`config.mk`:
```
export PLATFORM = sky130hd
export DESIGN_NAME = adc_channel_scheduler
export DESIGN_NICKNAME = d
export VERILOG_FILES = /design/src/rtl/adc_channel_scheduler.sv
export SDC_FILE = /design/constraint.sdc
export NUM_CORES = 1
export LEC_CHECK = 0
export BUFFER_PORTS_ARGS = -buffer_cell sky130_fd_sc_hd__buf_2
export CAP_MARGIN = 20
export CORE_MARGIN = 2
export CORE_UTILIZATION = 45
export DETAILED_ROUTE_END_ITERATION = 16
export GPL_TIMING_DRIVEN = 0
export SKIP_LAST_GASP = 1
export SYNTH_ARGS = -nofsm -noshare
export SYNTH_HDL_FRONTEND = slang
export SYNTH_SLANG_ARGS = --single-unit
```
`constraint.sdc`:
```
create_clock -name clk -period 4.2 [get_ports clk]
set_clock_uncertainty 0.15 [all_clocks]
set_input_delay 0.21 -clock clk [delete_from_list [all_inputs] [get_ports clk]]
set_output_delay 0.21 -clock clk [all_outputs]
set_load 0.05 [all_outputs]
```
`src/rtl/adc_channel_scheduler.sv`:
```
// Scans NCH XADC channels over DRP on each eoc_in and keeps the latest 12-bit result per channel.
// Optional macro ADC_SCHED_AVG_EN stores a rounded 2-tap running average instead of the raw sample.
module adc_channel_scheduler #(
   parameter int unsigned NCH     = 13,
   parameter int unsigned TIMEOUT = 255
) (
   input  logic           clk,
   input  logic           rst,
   input  logic           enable,
   input  logic           eoc_in,
   output logic [6:0]     daddr,
   output logic           den,
   output logic           dwe,
   input  logic           drdy,
   input  logic [15:0]    do_in,
   input  logic [3:0]     rd_ch,
   output logic [11:0]    rd_data,
   output logic [NCH-1:0] valid,
   output logic           frame_done,
   output logic           busy,
   output logic           err
);

   localparam int unsigned WW        = (TIMEOUT > 1) ? $clog2(TIMEOUT) : 1;
   localparam logic [WW-1:0] WAIT_LAST = WW'(TIMEOUT - 1);
   localparam logic [3:0]  LAST_CH   = 4'(NCH - 1);
   localparam logic [4:0]  NCH_W     = 5'(NCH);

   typedef enum logic [2:0] {StIdle, StIssue, StWaitRdy, StStore, StNext} state_t;

   state_t        state;
   logic [3:0]    ch;
   logic [WW-1:0] wait_cnt;
   logic [11:0]   sample;
   logic [11:0]   store_val;
   logic [11:0]   result [NCH];
   logic          unused_low_bits;

   // Channel 0 is VP/VN; auxiliary channels start at 7'h10.
   function automatic logic [6:0] ch_addr(input logic [3:0] c);
      return (c == 4'd0) ? 7'h03 : 7'h0f + {3'b000, c};
   endfunction

   assign dwe             = 1'b0;
   assign busy            = (state != StIdle);
   assign unused_low_bits = ^do_in[3:0];

`ifdef ADC_SCHED_AVG_EN
   logic [12:0] avg_sum;

   always_comb begin
      avg_sum   = {1'b0, result[ch]} + {1'b0, sample} + 13'd1;
      store_val = valid[ch] ? 12'(avg_sum >> 1) : sample;
   end
`else
   assign store_val = sample;
`endif

   always_ff @(posedge clk) begin
      den        <= 1'b0;
      frame_done <= 1'b0;
      if (rst) begin
         state    <= StIdle;
         ch       <= 4'd0;
         daddr    <= 7'h00;
         wait_cnt <= '0;
         sample   <= 12'h000;
         valid    <= '0;
         err      <= 1'b0;
         for (int i = 0; i < int'(NCH); i++) begin
            result[i] <= 12'h000;
         end
      end else begin
         unique case (state)
            StIdle: begin
               if (enable && eoc_in) begin
                  ch    <= 4'd0;
                  daddr <= ch_addr(4'd0);
                  den   <= 1'b1;
                  state <= StIssue;
               end
            end
            StIssue: begin
               wait_cnt <= '0;
               state    <= StWaitRdy;
            end
            StWaitRdy: begin
               if (drdy) begin
                  sample <= do_in[15:4];
                  state  <= StStore;
               end else if (wait_cnt == WAIT_LAST) begin
                  // Give up on this channel; its result and valid bit stay as they were.
                  err   <= 1'b1;
                  state <= StNext;
               end else begin
                  wait_cnt <= wait_cnt + 1'b1;
               end
            end
            StStore: begin
               result[ch] <= store_val;
               valid[ch]  <= 1'b1;
               state      <= StNext;
            end
            StNext: begin
               if (ch < LAST_CH) begin
                  ch    <= ch + 4'd1;
                  daddr <= ch_addr(ch + 4'd1);
                  den   <= 1'b1;
                  state <= StIssue;
               end else begin
                  frame_done <= 1'b1;
                  state      <= StIdle;
               end
            end
            default: state <= StIdle;
         endcase
      end
   end

   // Read port samples the array before this edge's store lands (read-before-write).
   always_ff @(posedge clk) begin
      if (rst) begin
         rd_data <= 12'h000;
      end else if ({1'b0, rd_ch} < NCH_W) begin
         rd_data <= result[rd_ch];
      end else begin
         rd_data <= 12'h000;
      end
   end

endmodule

```
==> results.toml <==
[status]
status = "completed"

[critical_path]
critPathBufInv = 1
r2r_slack_ns = 1.86
rr_worst_depth = 5
critPathLaunchType = "flop"
cp.required_ns = 4.44
r2r-start = "ch[0]"
r2r-end = "result[7][3]"
endpoint_kind = "flop"
cpLargestDelayFamily = "simple AND/OR/NAND/NOR gates"
worst_path_max_delay_cell = "clkbuf_1"
worstPathArrival_ns = 2.58
max_stage_delay_ns = 0.54
worstPathCellList = "ha_1, nand2_1, nor2_1, clkbuf_1, and2_1"
crit_fanout = 10
worstSetupPathType = "reg2reg"

[min_path]
whs_path_depth = 4
hold_class = "in2reg"
min_from = "enable"
hold_end = "state[2]"

[synthesis]
synth.distinct_cells = 52
synth_top_family_by_area = "simple AND/OR/NAND/NOR gates"
synth_edf_count = 192
async_reset_ff_frac = 0
synth-simple-area-share = 0.148
synth_xor_area_frac = 0.00161
ys_seq_elements = 252
synth_top_area_frac = 0.530
yosysWarnings = 0
synth_compound_area_frac = 0.0698
synth.largest_area_cell = "edfxtp_1"
synthAdderAreaFrac = 0.00805
ys.flop_type = "edfxtp_1"
mappedNetlistArea_um2 = 10900
synth_top_cells_by_count = "192 x edfxtp_1, 158 x and2_1, 60 x dfxtp_1"
syn_inst = 780
yosysSeqAreaShare = 0.640
synth_most_common_cell = "edfxtp_1"
synth.avg_cell_area_um2 = 14.0
synthMuxAreaShare = 0.101
yosys-top-cells-area = "edfxtp_1 53%, dfxtp_1 11%, and2_1 9.1%, mux4_2 7.4%, mux2i_1 2.7%"

[power_and_ir_drop]
seqPwrFrac = 0.509
p_sw_frac = 0.244
clock_power_share = 0.393
vdd_drop_max_mv = 0.297
combPwrFrac = 0.098
intPower_mw = 4.17
p_per_area_nw_per_um2 = 437
p_leak_nw = 4.83
p_sw_mw = 1.35

[route]
routed_wl_mm = 24.7
routedWlPerCell_um = 20.1
via_per_inst = 5.42
drtAntennaViolNets = 0
drc = 0
first_pass_iters = 5
vias = 6669
dr.first_iter.drc_count = 630

[job]
cap_violations = 0

[clock_network]
post_cts_resized = 0
cts_buffers = 27
cts_buffer_depth = 3
post_cts_buffers = 0
cts_hold_buf = 16
worst_skew_pair.late_latency_ns = 0.52
root_buffer = "clkbuf_16"
path_clk_slew_ns = 0.06
cts_num_sinks = 252
h-tree-depth = 1
cts_tree = "done"

[grt]
grt_first_pass_wirelength_mm = 38.7
gr-total-overflow = 0
grt_pass1_vias = 6727
grt_max_degree = 14
grt_usage = 0.197
grt_antenna_before_repair = 0

[sta]
slew_headroom = 0.420
period_share = 0.557
min_period_ns = 2.34
finalHoldViolCount = 0
drv_slew = 0
final-setup-viol-count = 0
fin_setup_tns_ns = 0
fmax_mhz = 428
grt_setup_unrepaired = "no"
worstMarginPinSlew_ns = 0.868
whs_ns = 0.0671

[floorplan]
start_util = 0.461
rows = 56
coreArea_um2 = 23600
die-area_um2 = 25500
pin_count = 62
die_w_um = 160
die_h_um = 160

[placement]
place_hpwl_mm = 17.8
post_dp_cell_area_um2 = 11600
finalWeightedCongestion = 0.795
portBuffers = 53

[final_layout]
fin_util = 0.534
syn_to_final_growth_pct = 15.9
antenna_cells = 0
nets = 924
seqCellArea_um2 = 6970
drive_gt1_frac = 0.190
fillCellCount = 2000
fin_area_um2 = 12600
multi_input_area_um2 = 3590
==> state kept, by name (all words and copies together), names as in the netlist <==
name,count
ch,4
wait_cnt,8
sample,12
rd_data,12
den,1
frame_done,1
valid,13
err,1
result,192
state,3
daddr,5
==> worst min-delay path: cells and delay by family <==
family / cells / cell delay [ns]
simple gates: 2 / 0.24
compound gates: 1 / 0.14
buf+inv: 1 / 0.11
==> metrics by stage <==
stage / total power, mW / setup WS [ns] / cells
final: 5.52 / 1.86 / 1231
after global routing: 5.71 / 1.68 / 1231
after CTS: 5.56 / 1.84 / 1231
after detailed placement: 3.39 / 1.83 / 1166
after global placement: 3.38 / 0.840 / 1154
after floorplan: 3.23 / 1.82 / 782
==> final cells by class <==
| class | count | area share |
|---|---|---|
| Timing Repair Buffer | 81 | 0.0409 |
| Tap cell | 319 | 0.0316 |
| Inverter | 10 | 0.00298 |
| Sequential cell | 252 | 0.552 |
| Buffer | 59 | 0.0235 |
| Multi-Input combinational cell | 461 | 0.285 |
| Clock buffer | 32 | 0.0574 |
| Clock inverter | 17 | 0.00664 |
==> power by group through the flow <==
stage	clock, mW	sequential, mW	combinational (mW)
floorplan	0	2.91	0.318
global placement	0	2.86	0.515
detailed placement	0	2.86	0.529
CTS	2.20	2.81	0.544
global route	2.31	2.82	0.585
finish	2.17	2.81	0.540
==> worst max-delay path by stage <==
stage	end	startpoint	depth (start not counted)	slack [ns]
2_1_floorplan	result[5][0]	state[2]	4	1.82
3_3_place_gp	result[6][7]	state[2]	4	0.84
3_5_place_dp	rd_data[11]	rd_ch[1]	6	1.83
4_1_cts	result[0][8]	state[2]	5	1.84
5_1_grt	result[0][11]	state[2]	6	1.68
6_report	result[7][3]	ch[0]	5	1.86
==> cell usage in the layout (no fill, tap or decap), types with 4 or more instances in the layout <==
master / instances
nand2_1: 39
dfxtp_1: 60
o21ai_1: 9
a21o_1: 14
mux2i_1: 29
dlygate4sd3_1: 16
mux4_2: 36
and3_1: 15
a21oi_1: 22
nand3_1: 11
a22o_1: 12
buf_6: 4
nor2_1: 23
or3_1: 4
buf_2: 62
inv_1: 10
edfxtp_1: 192
clkinv_1: 8
ha_1: 7
and2_1: 158
clkbuf_16: 27
clkinv_2: 6
nor3_1: 4
a22oi_1: 14
o21ai_0: 5
or2_2: 4
clkbuf_1: 39
a221o_1: 12
buf_4: 18
==> layer usage <==
layer / vias up / wire length (µm) / global-route usage
met3: 44 / 1020 / 0.0224
met1: 3358 / 10800 / 0.268
met2: 171 / 12400 / 0.338
met4: 0 / 515 / 0.0508
li1: 3096 / - / -
met5: - / 0 / 0
==> cells by family after synthesis <==
family | after synthesis
XOR/XNOR | 2
multiplexers | 65
AND/OR/NAND/NOR | 278
buffers and inverters | 69
flip-flops | 252
other | 1
adder cells (fa/ha/maj) | 7
AO/OA/AOI/OAI | 106
No activity file was read; power rests on OpenSTA's default activity.
